==> config.mk <==
export PLATFORM = sky130hd
export DESIGN_NAME = mult
export DESIGN_NICKNAME = d
export VERILOG_FILES = /design/src/rtl/mult.sv
export SDC_FILE = /design/constraint.sdc
export NUM_CORES = 1
export LEC_CHECK = 0
export ABC_AREA = 1
export CORE_MARGIN = 8
export CORE_UTILIZATION = 30
export CTS_CLUSTER_DIAMETER = 60
export DETAILED_ROUTE_END_ITERATION = 8
export PLACE_DENSITY = 0.56
export SLEW_MARGIN = 40
export SYNTH_ARGS = -nofsm -noshare
export SYNTH_HDL_FRONTEND = slang
export SYNTH_SLANG_ARGS = --single-unit
==> constraint.sdc <==
create_clock -name clk -period 2.81 [get_ports clk]
set_input_delay 0.843 -clock clk [delete_from_list [all_inputs] [get_ports clk]]
set_output_delay 0.843 -clock clk [all_outputs]
set_load 0.03 [all_outputs]
==> src/rtl/mult.sv <==
// Sequential 8x8 unsigned shift-and-add multiplier with start/finish handshake.
// Latency depends on the highest set bit of in2 (0 cycles when in2 is zero).
module mult (
    input  logic        clk,
    input  logic        rst_n,
    input  logic        start,
    input  logic [7:0]  in1,
    input  logic [7:0]  in2,
    output logic [15:0] out,
    output logic        finish
);

    typedef enum logic {
        IDLE = 1'b0,
        CALC = 1'b1
    } state_t;

    state_t      state, state_n;
    logic [15:0] a, a_n;
    logic [7:0]  b, b_n;
    logic [15:0] acc, acc_n;
    logic [3:0]  cnt, cnt_n;
    logic [15:0] out_n;
    logic        finish_n;
    logic [15:0] sum;

    always_ff @(posedge clk or negedge rst_n) begin
        if (!rst_n) begin
            state  <= IDLE;
            a      <= '0;
            b      <= '0;
            acc    <= '0;
            cnt    <= '0;
            out    <= '0;
            finish <= 1'b0;
        end else begin
            state  <= state_n;
            a      <= a_n;
            b      <= b_n;
            acc    <= acc_n;
            cnt    <= cnt_n;
            out    <= out_n;
            finish <= finish_n;
        end
    end

    always_comb begin
        state_n  = state;
        a_n      = a;
        b_n      = b;
        acc_n    = acc;
        cnt_n    = cnt;
        out_n    = out;
        finish_n = 1'b0;
        sum      = acc + (b[0] ? a : 16'd0);

        case (state)
            IDLE: begin
                if (start) begin
                    if (in2 != 8'd0) begin
                        a_n     = {8'd0, in1};
                        b_n     = in2;
                        acc_n   = '0;
                        cnt_n   = '0;
                        state_n = CALC;
                    end else begin
                        out_n    = '0;
                        finish_n = 1'b1;
                    end
                end
            end
            CALC: begin
                a_n   = a << 1;
                b_n   = b >> 1;
                cnt_n = cnt + 4'd1;
                // Stop once no multiplier bits remain above the one just consumed.
                if (b[7:1] == 7'd0 || cnt == 4'd7) begin
                    out_n    = sum;
                    finish_n = 1'b1;
                    state_n  = IDLE;
                end else begin
                    acc_n = sum;
                end
            end
            default: state_n = IDLE;
        endcase
    end

endmodule

==> results of run 1 <==
==> per-stage QoR <==
stage               total power, mW  utilization  instances  hold WS (ns)  area (um2)
finish                         5.68        0.368        670         0.460        4380
global route                   6.23        0.368        670         0.486        4380
CTS                            5.73        0.368        670         0.469        4380
detailed placement             4.56        0.343        654         0.460        4080
global placement               4.52        0.343        654         0.456        4080
floorplan                      3.82            -        482         0.448        3630
==> placed cells by master (no fill, tap or decap), types with 5 or more instances in the layout <==
| cell | Yosys | routed |
|---|---|---|
| nand2_1 | 154 | 154 |
| dfrtp_1 | 62 | 62 |
| nand3_1 | 19 | 19 |
| a21oi_1 | 14 | 14 |
| o21ai_0 | 8 | 8 |
| nand2_2 | 5 | 5 |
| o22ai_1 | 19 | 19 |
| o21ai_1 | 5 | 5 |
| buf_4 | 2 | 5 |
| clkdlybuf4s50_1 | 0 | 34 |
| nor2_1 | 48 | 48 |
| nand4_1 | 15 | 15 |
| o21ai_2 | 6 | 6 |
| clkbuf_16 | 0 | 9 |
| ha_1 | 16 | 16 |
| inv_1 | 72 | 72 |
==> power groups by stage <==
stage                     combinational, mW  sequential, mW  clock, mW
after detailed placement               2.98            1.58          0
after global placement                 2.94            1.58          0
final                                  2.98            1.57       1.13
after CTS                              3.00            1.57       1.16
after floorplan                        2.09            1.73          0
after global routing                   3.40            1.62       1.20
==> area by class of cell <==
class                      count  area share
tap                          147      0.0420
clock buffer                  11      0.0554
clock inverter                 5      0.0134
sequential                    62       0.354
inverter                      76      0.0656
timing repair buffer          41      0.0919
multi-input combinational    328       0.378
==> how the worst max path moves through the flow <==
stage | start | end | slack, ns | cells past startpoint
6_report | in2[6] | cnt[1] | 0.59 | 9
5_1_grt | in2[2] | cnt[2] | 0.39 | 10
4_1_cts | in2[2] | cnt[2] | 0.59 | 10
3_5_place_dp | in2[2] | cnt[2] | 0.24 | 10
3_3_place_gp | in2[6] | cnt[1] | 0.34 | 9
2_1_floorplan | b[0] | out[8] | 0.69 | 15
==> Yosys cell counts (all sizes together) <==
| library cell | number |
|---|---|
| clkbuf | 3 |
| and2 | 2 |
| fa | 1 |
| a22o | 1 |
| nand4 | 15 |
| nor3b | 1 |
| xnor2 | 1 |
| nor3 | 3 |
| o22ai | 20 |
| nand2 | 160 |
| nor2 | 49 |
| ha | 16 |
| o21ai | 19 |
| dfrtp | 62 |
| buf | 13 |
| xor2 | 2 |
| nand3 | 20 |
| o31ai | 3 |
| or2 | 1 |
| a21oi | 14 |
| inv | 76 |
==> layer usage <==
| metal | wire, um | share of wire | track usage |
|---|---|---|---|
| met3 | 527 | 0.059 | 0.0359 |
| met1 | 4200 | 0.47 | 0.151 |
| met4 | 136 | 0.015 | 0.0488 |
| met2 | 4030 | 0.45 | 0.189 |
| met5 | 0 | 0 | 0 |
==> kinds of logic (layout without fill, tap and decap cells) <==
group,Yosys count,after routing,synth area share
simple gates,251,251,0.292
compound gates,57,57,0.0965
xor+xnor,3,3,0.00724
fa+ha+maj,17,17,0.0607
buf+inv,92,133,0.116
flops,62,62,0.427
==> state kept, by name (all words and copies together), names as in the netlist <==
signal and count:
a 16, acc 16, out 16, b 8, cnt 4, finish 1
state 1
==> worst max-delay path: cells and delay by family <==
family                 cells  cell delay (ns)
AOI/OAI and AO/OA          1             0.23
buffers and inverters      4             0.79
and+or+nand+nor            4             0.55
==> results.txt, run 1 <==
Worst-Margin Slew -> 0.621 ns
GRT Resource Usage Total -> 0.120
Max Cap Viol -> 0
CP Max Fanout -> 24
min cycle time layout -> 2.22 ns
FMAX -> 450 MHz
hold-fix buffers at CTS -> 0
Die X-Extent -> 126 um
Num CTS Buffers -> 9
CTS tree -> built
sequential fraction of the synthesis area -> 0.427
Max VDD drop -> 415 uV
combinational share of power -> 0.525
Final Cycle Share -> 0.791
DP Worst Slack -> 0.239 ns
total grt overflow -> 0
First-pass DRT Iterations -> 4
H-Tree Level Count -> 3
layout cells sized above 1 -> 0.0803
synth unique cells -> 35
routed wire length -> 8890 um
most used cell, CP -> inv_1
clock root buffer -> clkbuf_16
Via-to-Cell Ratio -> 4.59
Vias -> 3078
PnR worst setup slack -> 0.588 ns
area of the multi-input gates -> 0.00166 mm2
reg2reg path depth -> 13
fillers -> 1249
first-pass GRT wire length -> 15300 um
initial antenna violation count -> 0
outcome -> complete, no violations
Final Hold Vio Count -> 0
Synth Register Bits -> 62
largest cells by area after synthesis -> dfrtp_1, nand2_1, inv_1
CP max-delay cell -> clkdlybuf4s50_1
CP endpoint kind -> flop
sw power -> 2.59 mW
area share of the largest cell type after synthesis -> 0.427
Avg Cell Area, Syn -> 7.53 um2
total negative setup slack -> 0 ns
clock sink count -> 62
initial DRC count -> 188
r2r startpoint -> a[0]
Setup crit start kind -> input port
dpl hpwl -> 6450 um
CP Cell Sequence -> clkdlybuf4s50_1 > inv_1 > nand3_1 > nor2_2 > inv_2 > nand2_1 > nand2_2 > inv_1 > a22o_1
# rows -> 40
vias in the first global route -> 3159
CP Class -> input port to flop
Resize count post-CTS -> 0
Synth-to-Final Area Change -> 20.8%
Gate Count Post-Synth -> 482
setup repair bufs after CTS -> 0
Min-Delay Path Class -> input port to async pin
Reg power frac -> 0.276
crit path DAT -> 2.43 ns
Syn. warnings -> 0
Synth area leader -> dfrtp_1
Internal -> 3.09 mW
Final setup viols -> 0
Clock Pin Slew Worst Setup and Hold Paths -> 0.06 ns
post-route ant nets -> 0
chip height -> 126 um
clk_lat worst skew -> 0.33 ns
Clock Tree Buf Depth -> 2
R2R Setup Slk -> 0.74 ns
routability congestion estimate -> 0.824
Routed WL per cell -> 13.3 um
# port buffers -> 35
fin nets -> 554
drt drc -> 0
Leak -> 2.33 nW
slew margin rel. -> 0.585
starting density of the core -> 0.305
clock network power share -> 0.199
FF+latch area -> 0.00155 mm2
reg2reg end -> out[8]
Worst Clk Skew -> 0.00465 ns
final max-slew violation count -> 0
CP Data Required Time -> 3.02 ns
Die ar. -> 0.0159 mm2
number of antenna repair diodes -> 0
pwr dens -> 1290 mW/mm2
pin count of the biggest net entering global routing -> 35
net count after synthesis -> 518
Core ar. -> 0.0119 mm2
Synth Cell Area -> 0.00363 mm2
IO Pins -> 36
Switching Share -> 0.456
Crit path largest cell delay -> 0.48 ns
RSZ-0062 raised after global routing -> no
Note: power is estimated with default switching activity, not from simulation.
==> run 2, diff against run 1 <==
- clock period: 2.81 -> 2.2 ns (I/O delays scaled with it)
==> results.txt, run 2 (synthesis gave the netlist of run 1 again) <==
Num CTS Buffers -> 9 (unchanged)
Die ar. -> 0.0159 mm2 (unchanged)
most frequent cells in the layout -> nand2_1, inv_1, dfrtp_1, nor2_1, clkdlybuf4s50_1
CP Data Required Time -> 1.54 ns (-1.48 ns)
Min-Delay Path Class -> input port to async pin
First-pass DRT Iterations -> 4 (unchanged)
Clock Tree Buf Depth -> 2 (unchanged)
routability congestion estimate -> 0.838 (+1.7%)
Final setup viols -> 0 (unchanged)
total negative setup slack -> 0 ns (unchanged)
buffers and inverters on the worst path -> 1 (-3)
IO Pins -> 36 (unchanged)
Switching Share -> 0.454 (-0.00180)
hold-fix buffers at CTS -> 0 (unchanged)
routed wire length -> 8720 um (-1.9%)
Worst-Margin Slew -> 0.422 ns (-0.199 ns)
final max-slew violation count -> 0 (unchanged)
Routed WL per cell -> 12.9 um (-3.1%)
sw power -> 3.33 mW (+29%)
Leak -> 2.36 nW (+1.6%)
Synth-to-Final Area Change -> 22.9%
drt drc -> 0 (unchanged)
R2R Setup Slk -> 0.17 ns (-0.57 ns)
CP Cell Sequence -> clkdlybuf4s50_1
Post-DP Area -> 0.00416 mm2 (+1.8%)
reg2reg path depth -> 13 (unchanged)
outcome -> complete, no violations
chip height -> 126 um (unchanged)
# rows -> 40 (unchanged)
# port buffers -> 35 (unchanged)
Via-to-Cell Ratio -> 4.55 (-0.92%)
crit path DAT -> 1.37 ns (-1.06 ns)
initial DRC count -> 164 (-13%)
CP Class -> flop to primary output
initial antenna violation count -> 0 (unchanged)
dpl hpwl -> 6520 um (+1.1%)
Setup crit start kind -> flop
layout cells sized above 1 -> 0.0979 (+0.0176)
critical path depth in cells -> 1 (-8)
clk_lat worst skew -> 0.33 ns (about the same)
post-route ant nets -> 0 (unchanged)
min cycle time layout -> 2.03 ns
Final Hold Vio Count -> 0 (unchanged)
Core ar. -> 0.0119 mm2 (unchanged)
total grt overflow -> 0 (unchanged)
Critical path origin -> out[3]
combinational share of power -> 0.533 (+0.008)
GRT Resource Usage Total -> 0.117 (-0.00323)
FMAX -> 494 MHz
RSZ-0062 raised after global routing -> no
vias in the first global route -> 3146 (-0.41%)
worst setup path endpoint -> out[3]
Worst Clk Skew -> 0.00808 ns (+0.00343 ns)
number of antenna repair diodes -> 0 (unchanged)
Crit path largest cell delay -> 0.68 ns (+0.20 ns)
clock root buffer -> clkbuf_16
fillers -> 1244 (-0.40%)
largest registers -> a (16), acc (16), out (16)
pin count of the biggest net entering global routing -> 49 (+40%)
Reg power frac -> 0.274 (-0.002)
CP endpoint kind -> primary output
CP max-delay cell -> clkdlybuf4s50_1
Max Cap Viol -> 0 (unchanged)
slew margin rel. -> 0.718 (+0.133)
r2r startpoint -> a[0]
fin nets -> 562 (+1.4%)
Internal -> 4.00 mW (+30%)
CTS tree -> built
reg2reg end -> out[8]
fin cells -> 678 (+1.2%)
Max VDD drop -> 550 uV (+33%)
Die X-Extent -> 126 um (unchanged)
CP Max Fanout -> 2 (-92%)
most common cell after layout, fill and taps aside -> nand2_1
Vias -> 3086 (+0.26%)
Clock Pin Slew Worst Setup and Hold Paths -> 0.06 ns (about the same)
H-Tree Level Count -> 3 (unchanged)
clock network power share -> 0.193 (-0.006)
starting density of the core -> 0.305 (unchanged)
pwr dens -> 1640 mW/mm2 (+27%)
design area -> 0.00446 mm2 (+1.8%)
Final Cycle Share -> 0.920
clock sink count -> 62 (unchanged)
Crit path max-delay family -> buffers and inverters
placed instance count -> 662 (+1.2%)
first-pass GRT wire length -> 15000 um (-2.1%)
==> run 2: changes by cell type in the layout (fill, tap and decap cells not counted) <==
cell,delta
ha_1,-1
ha_2,+1
clkbuf_1,-1
buf_6,+1
buf_12,+1
clkbuf_8,-1
clkinvlp_4,+1
clkinv_4,+1
buf_4,+6
==> run 2: layout make-up <==
| class | instances | area (um2) | area share |
|---|---|---|---|
| repair buffers | 49 | 479 | 0.107 |
| flip-flops and latches | 62 | 1550 | 0.348 |
| well taps | 147 | 184 | 0.0412 |
| clock buffers | 9 | 225 | 0.0505 |
| clock inverters | 7 | 75.1 | 0.0168 |
| multi-input cells | 328 | 1660 | 0.372 |
| inverters | 76 | 288 | 0.0645 |
==> run 2: layer usage <==
layer | vias to the layer above | routed length, um | global-route usage
met5 | - | 0 | 0
met4 | 0 | 142 | 0.0545
met3 | 9 | 351 | 0.0287
met2 | 55 | 3870 | 0.184
met1 | 1399 | 4360 | 0.148
li1 | 1623 | - | -
==> run 2: worst min path at each step <==
stage            from  endpoint  slack (ns)  cells after the start
2_1_floorplan   rst_n      a[0]        0.36                      0
3_3_place_gp   out[4]    out[4]        0.46                      2
3_5_place_dp   out[4]    out[4]        0.46                      2
4_1_cts         rst_n    out[8]        0.25                      1
5_1_grt         rst_n   out[11]        0.27                      1
6_report        rst_n   out[11]        0.26                      1
==> run 2: through the flow <==
stage / utilization / setup WS [ns] / power, mW / hold slack, ns
finish: 0.375 / 0.175 / 7.33 / 0.258
global route: 0.375 / 0.0126 / 8.05 / 0.270
CTS: 0.374 / 0.134 / 7.39 / 0.253
detailed placement: 0.349 / 0.0332 / 5.93 / 0.464
global placement: 0.349 / 0.0418 / 5.84 / 0.462
floorplan: - / 0.0818 / 4.88 / 0.364
==> run 2: power groups by stage <==
stage	Sequential, mW	Combinational [mW]	Clock (mW)
2_1_floorplan	2.21	2.67	0
3_3_place_gp	2.02	3.82	0
3_5_place_dp	2.03	3.91	0
4_1_cts	2.01	3.92	1.46
5_1_grt	2.09	4.44	1.52
6_report	2.01	3.90	1.42
==> run 2: timing repair <==
| action | CTS | global route |
|---|---|---|
| endpoints found under the setup margin | 0 | 6 |
| resized for setup | 0 | 2 |
| setup buffers | 0 | 0 |
==> run 3, diff against run 2 <==
- CORE_UTILIZATION: 30 -> 31
- PLACE_DENSITY: 0.56 -> 0.58
- clock period: 2.2 -> 2.5 ns (I/O delays scaled with it)
==> results.txt, run 3 (synthesis gave the netlist of run 1 again) <==
Synth-to-Final Area Change -> 21.9%
Min-Delay Path Class -> input port to async pin
clock sink count -> 62 (unchanged)
setup repair bufs after CTS -> 0 (unchanged)
vias in the first global route -> 3089 (-1.8%)
design area -> 0.00442 mm2 (-0.87%)
largest registers -> a (16), acc (16), out (16)
First-pass DRT Iterations -> 4 (unchanged)
dpl hpwl -> 6630 um (+1.6%)
clock root buffer -> clkbuf_16
routability congestion estimate -> 0.819 (-2.4%)
CP Max Fanout -> 24 (+22)
Worst-Margin Slew -> 0.480 ns (+0.0575 ns)
Worst Clk Skew -> 0.00535 ns (-0.00274 ns)
drt drc -> 0 (unchanged)
hold-fix buffers at CTS -> 0 (unchanged)
R2R Setup Slk -> 0.43 ns (+0.26 ns)
Die X-Extent -> 124 um (-1.4%)
total negative setup slack -> 0 ns (unchanged)
layout cells sized above 1 -> 0.0875 (-0.0105)
CTS tree -> built
starting density of the core -> 0.318 (+0.0132)
Final Hold Vio Count -> 0 (unchanged)
# port buffers -> 35 (unchanged)
routed wire length -> 8620 um (-1.1%)
Max Cap Viol -> 0 (unchanged)
pin count of the biggest net entering global routing -> 30 (-39%)
slew margin rel. -> 0.679 (-0.0391)
Setup crit start kind -> input port
initial antenna violation count -> 0 (unchanged)
Num CTS Buffers -> 9 (unchanged)
clk_lat worst skew -> 0.33 ns (about the same)
min cycle time layout -> 2.14 ns
FMAX -> 468 MHz
Final setup viols -> 0 (unchanged)
CP endpoint kind -> flop
crit path DAT -> 2.36 ns (+0.99 ns)
GRT Resource Usage Total -> 0.115 (-0.00199)
Via-to-Cell Ratio -> 4.63 (+1.7%)
r2r startpoint -> b[0]
post-route ant nets -> 0 (unchanged)
initial DRC count -> 150 (-8.5%)
fin nets -> 557 (-0.89%)
most common cell after layout, fill and taps aside -> nand2_1
Routed WL per cell -> 12.9 um (+0.23%)
Clock Pin Slew Worst Setup and Hold Paths -> 0.05 ns (about the same)
Core ar. -> 0.0114 mm2 (-4.1%)
Clock Tree Buf Depth -> 2 (unchanged)
first-pass GRT wire length -> 14700 um (-1.7%)
Resize count post-CTS -> 0 (unchanged)
outcome -> complete, no violations
Fin Hold WS -> 0.357 ns (+0.0987 ns)
Post-DP Area -> 0.00410 mm2 (-1.3%)
reg2reg end -> acc[15]
RSZ-0062 raised after global routing -> no
total grt overflow -> 0 (unchanged)
DP Worst Slack -> 0.0478 ns (+0.0146 ns)
reg2reg path depth -> 11 (-2)
# rows -> 39 (-2.5%)
CP Class -> input port to flop
pwr dens -> 1460 mW/mm2 (-11%)
Vias -> 3097 (+0.36%)
chip height -> 124 um (-1.4%)
Final Cycle Share -> 0.855
Leak -> 2.35 nW (-0.51%)
IO Pins -> 36 (unchanged)
H-Tree Level Count -> 3 (unchanged)
Max VDD drop -> 509 uV (-7.6%)
PnR worst setup slack -> 0.364 ns (+0.189 ns)
final max-slew violation count -> 0 (unchanged)
most frequent cells in the layout -> nand2_1, inv_1, dfrtp_1, nor2_1, clkdlybuf4s50_1
Die ar. -> 0.0154 mm2 (-2.8%)
number of antenna repair diodes -> 0 (unchanged)
Design Power -> 6.45 mW (-12%)
CP Data Required Time -> 2.72 ns (+1.18 ns)
[run 3: final cells by class]
type / instances / area (um2)
Fill cell: 1214 / 7000
Multi-Input combinational cell: 328 / 1660
Sequential cell: 62 / 1550
Timing Repair Buffer: 44 / 425
Inverter: 76 / 288
Clock buffer: 9 / 225
Tap cell: 143 / 179
Clock inverter: 7 / 97.6
[run 3: worst max-delay path by stage]
stage / startpoint / endpoint / slack, ns / cells past startpoint
6_report: in2[6] / cnt[1] / 0.36 / 9
5_1_grt: b[0] / out[4] / 0.21 / 12
4_1_cts: out[15] / out[15] / 0.36 / 1
3_5_place_dp: in2[6] / cnt[1] / 0.05 / 9
3_3_place_gp: in2[6] / cnt[1] / 0.12 / 9
2_1_floorplan: b[0] / out[8] / 0.38 / 15
[run 3: layer usage]
metal,part of all wire,track usage
met5,0,0
met4,0.011,0.0482
met2,0.46,0.182
met1,0.48,0.145
met3,0.051,0.0315
[run 3: worst max-delay path: stages]
cell	delay, ns
clkdlybuf4s50_1	0.49
inv_1	0.04
nand3_1	0.09
nor2_2	0.05
inv_2	0.06
nand2_1	0.06
nand2_2	0.37
inv_1	0.21
a22o_1	0.22
[run 3: power breakdown]
part	internal (mW)	leakage [nW]	switching (mW)
combinational	1.22	1.43	2.10
sequential	1.47	0.772	0.322
clock	0.875	0.152	0.470
[run 3: through the flow]
| step | utilization | instances |
|---|---|---|
| CTS | 0.387 | 669 |
| finish | 0.387 | 669 |
| floorplan | - | 482 |
| global placement | 0.359 | 653 |
| global route | 0.387 | 669 |
| detailed placement | 0.359 | 653 |
==> RTL change 1: new RTL, flow settings as in run 2 <==
Add an input register stage for `start`, `in1` and `in2`, without a reset; this delays them by one clock. Comments in the files are not updated.
--- a/src/rtl/mult.sv
+++ b/src/rtl/mult.sv
@@ -14,6 +14,16 @@
         IDLE = 1'b0,
         CALC = 1'b1
     } state_t;
+
+    logic start_q;
+    logic [7:0] in1_q;
+    logic [7:0] in2_q;
+
+    always_ff @(posedge clk) begin
+        start_q <= start;
+        in1_q   <= in1;
+        in2_q   <= in2;
+    end
 
     state_t      state, state_n;
     logic [15:0] a, a_n;
@@ -56,10 +66,10 @@
 
         case (state)
             IDLE: begin
-                if (start) begin
-                    if (in2 != 8'd0) begin
-                        a_n     = {8'd0, in1};
-                        b_n     = in2;
+                if (start_q) begin
+                    if (in2_q != 8'd0) begin
+                        a_n     = {8'd0, in1_q};
+                        b_n     = in2_q;
                         acc_n   = '0;
                         cnt_n   = '0;
                         state_n = CALC;
Behaviour: not the same (a bounded check fails within 4 cycles, from zero or initial values and one cycle with rst_n low).
==> RTL change 1 against run 2 <==
  * Cell area grew 6.1%
  * Sequential power grew 17%
  * Area after synthesis grew 7.3%
  * Setup slack lost 0.0092 ns
  * Sequential share of layout area grew 5.2 points
  * Fmax shrank 0.45%
  * Global-route usage shrank 0.079 points
  * Total power grew 3.1%
  * Wire length grew 3.0%
  * Sequential cell count grew 17
  * Combinational power shrank 4%
  * First-iteration DRC count grew 26%
  * Critical endpoint is now out[4]
  * Largest cell class is now flip-flops and latches
  * Largest power group unchanged
  * Highest routed layer unchanged
==> RTL change 1: results (changes against run 2) <==
status: "complete, no violations"
dpl_cell_area_um2: 4419  # +6.4%
syn_area_per_cell_um2: 7.898  # +4.9%
sequentialPower_mw: 2.36  # +17%
pwr-share-comb_pct: 49.5  # -3.8 points
yosysUniqueCellTypes: 34  # -2.9%
hold-worst-slack_ns: 0.3164  # +0.05831 ns
reg2reg_from: "b[0]"
max-vdd-ir-drop_uv: 594.1  # +7.9%
synthAdderAreaFrac_pct: 5.656  # -0.41 points
ctsRootBufferMaster: "clkbuf_16"
cap_violations: 0  # unchanged
clkLatencyLatePin_ns: 0.35  # +0.02 ns
cts_setup_buffers: 0  # unchanged
io_buffers: 35  # unchanged
place.gp.congestion: 0.9387  # +12%
synth_commonest_cells: "nand2_1 (157), inv_1 (69), dfrtp_1 (62)"
drv_slew: 0  # unchanged
swShare_pct: 44.39  # -1.1 points
vias: 3148  # +2.0%
rrSetupSlack_ns: 0.18
drt-initial-drc-count: 206  # +26%
relSlewSlack_pct: 73.56  # +1.7 points
yosysSeqAreaShare_pct: 48.59  # +5.8 points
clock_skew_ns: 0.01176  # +0.003683 ns
ys_async_sr_fraction_pct: 78.48  # -22 points
grt_first_pass_wirelength_mm: 15.31  # +2.0%
grt_pass1_vias: 3163  # +0.54%
path_delay_family: "buffers and inverters"
nNetsFinal: 566  # +0.71%
leakage_nw: 2.459  # +4.1%
preCtsSetupSlack_ns: 0.1207  # +0.08752 ns
dp.cells: 691  # +4.4%
wirelength_mm: 8.980  # +3.0%
synth_compound_area_share_pct: 9.254  # -0.40 points
cp-startpoint: "out[4]"
drive_gt1_share_pct: 7.664  # -2.1 points
synth-xor-area-share_pct: 0.6748  # -0.049 points
setup_ws_ns: 0.1658  # -0.009194 ns
wire_per_inst_um: 12.70  # -1.2%
grt_start_max_net_pins: 63  # +29%
r2r-end: "acc[7]"
numCtsBuffers: 9  # unchanged
place.detailed.hpwl_mm: 6.506  # -0.24%
syn_nets: 529  # +2.1%
crit_path_end: "out[4]"
r2r_cells: 11  # -2
h-tree-depth: 3  # unchanged
grt_usage_pct: 11.64  # -0.079 points
ys_top_cells_by_area: "dfrtp_1 (40%), nand2_1 (15%), dfxtp_1 (8.7%), inv_1 (6.7%), ha_1 (5.1%)"
==> RTL change 1: cell type report <==
class                           count  area, µm²
Sequential cell                    79       1892
Inverter                           73      274.0
Multi-Input combinational cell    325       1654
Tap cell                          172      215.2
Fill cell                        1306       7936
Clock buffer                       10      239.0
Timing Repair Buffer               42      410.4
Clock inverter                      6      50.05
==> RTL change 1: what timing repair did <==
item,CTS,global route
endpoints found under the hold margin,0,0
resized for setup,0,6
endpoints found under the setup margin,0,8
==> RTL change 1: layer usage <==
metal  vias to the layer above  global-route usage (%)  part of all wire (%)
met2                        65                   19.02                    46
li1                       1652                       -                     -
met5                         -                       0                     0
met4                         0                   5.191                   1.8
met3                        13                   2.693                   4.3
met1                      1418                   14.38                    48
==> RTL change 1: stage by stage <==
step | total power [mW] | utilization [%]
after floorplan | 5.063 | -
after global placement | 6.039 | 34.88
after detailed placement | 6.094 | 34.88
after CTS | 7.581 | 37.16
after global routing | 8.305 | 37.37
final | 7.553 | 37.37
==> RTL change 2: new RTL, config.mk and constraints of run 2 <==
Made on the original files. Reset style: synchronous (`rst_n`), changed in one clocked block.
--- a/src/rtl/mult.sv
+++ b/src/rtl/mult.sv
@@ -24,7 +24,7 @@
     logic        finish_n;
     logic [15:0] sum;
 
-    always_ff @(posedge clk or negedge rst_n) begin
+    always_ff @(posedge clk) begin
         if (!rst_n) begin
             state  <= IDLE;
             a      <= '0;
Check against the original RTL: differs if rst_n is asserted again (counterexample within 4 cycles, from zero or initial values and one cycle with rst_n low); with rst_n held inactive, the same outputs for 4 cycles.
==> RTL change 2 against run 2 <==
  * Cell area decreased by 3.4%
  * Setup slack got worse by 0.00068 ns
  * Area after synthesis shrank 5.7%
  * Sequential cell count stayed put
  * Cell count rose by 2.1%
  * Wire length down 2.9%
Power is not compared: it rests on default switching activity, and its combinational part moved more than twofold at a synthesized area within 25%.
==> RTL change 2: results (changes against run 2) <==
layout.comb_gates.multi_input: 362  # +10%
status: "complete, no violations"
use_met3_pct: 3.036  # +0.17 points
vias_per_cell: 4.597  # +0.99%
inv_count: 63  # -17%
period_minus_slack_ns: 2.026  # +0.0006760 ns
syn_nets: 543  # +4.8%
clock_skew_ns: 0.008136  # +0.00005479 ns
area_share_clock_buf_inv_pct: 7.779  # +1.0 points
drt-initial-drc-count: 130  # -21%
first_pass_iters: 6  # +2
grt_start_max_net_pins: 38  # -22%
met1_usage_pct: 13.93  # -0.91 points
grt_first_pass_wirelength_mm: 14.33  # -4.5%
worst_pin_slew_ns: 0.4776  # +0.05543 ns
grt_usage_pct: 11.87  # +0.15 points
seqCellArea_um2: 1242  # -20%
wl_met3_um: 307  # -13%
drive_gt1_share_pct: 8.197  # -1.6 points
nFillCells: 1178  # -5.3%
nNetsFinal: 580  # +3.2%
ys_top_cells_by_area: "dfxtp_1 (36%), nand2_1 (16%), a21oi_1 (7.5%), inv_1 (6.8%), ha_1 (5.9%)"
buffers_excl_clock: 46  # -6.1%
reg2reg_from: "b[0]"
multi_input_area_share_pct: 41.97  # +4.8 points
yosysSeqAreaShare_pct: 36.27  # -6.5 points
wl_met1_mm: 4.038  # -7.4%
rrSetupSlack_ns: 0.21  # +0.04 ns
-- RTL change 2: cell types whose count changed after synthesis, moves of 13 or more --
| cell | run 2 | this run |
|---|---|---|
| o22ai_1 | 19 | 0 |
| a21oi_1 | 14 | 51 |
| dfxtp_1 | 0 | 62 |
| o21ai_0 | 8 | 26 |
| nand4_1 | 15 | 2 |
| dfrtp_1 | 62 | 0 |
-- RTL change 2: cell families after synthesis --
group / synth area share (%)
compound gates: 17.62
simple gates: 28.30
flops: 36.27
xor+xnor: 0.5120
buf+inv: 10.86
fa+ha+maj: 6.435
-- RTL change 2: metrics by stage --
stage                     cell area (µm²)  instances  utilization [%]  hold slack, ns
final                                4310        692            38.24          0.4635
after global routing                 4310        692            38.24          0.4902
after CTS                            4309        692            38.23          0.4663
after detailed placement             3974        676            35.25          0.4572
after global placement               3974        676            35.25          0.4506
after floorplan                      3422        507                -          0.4394
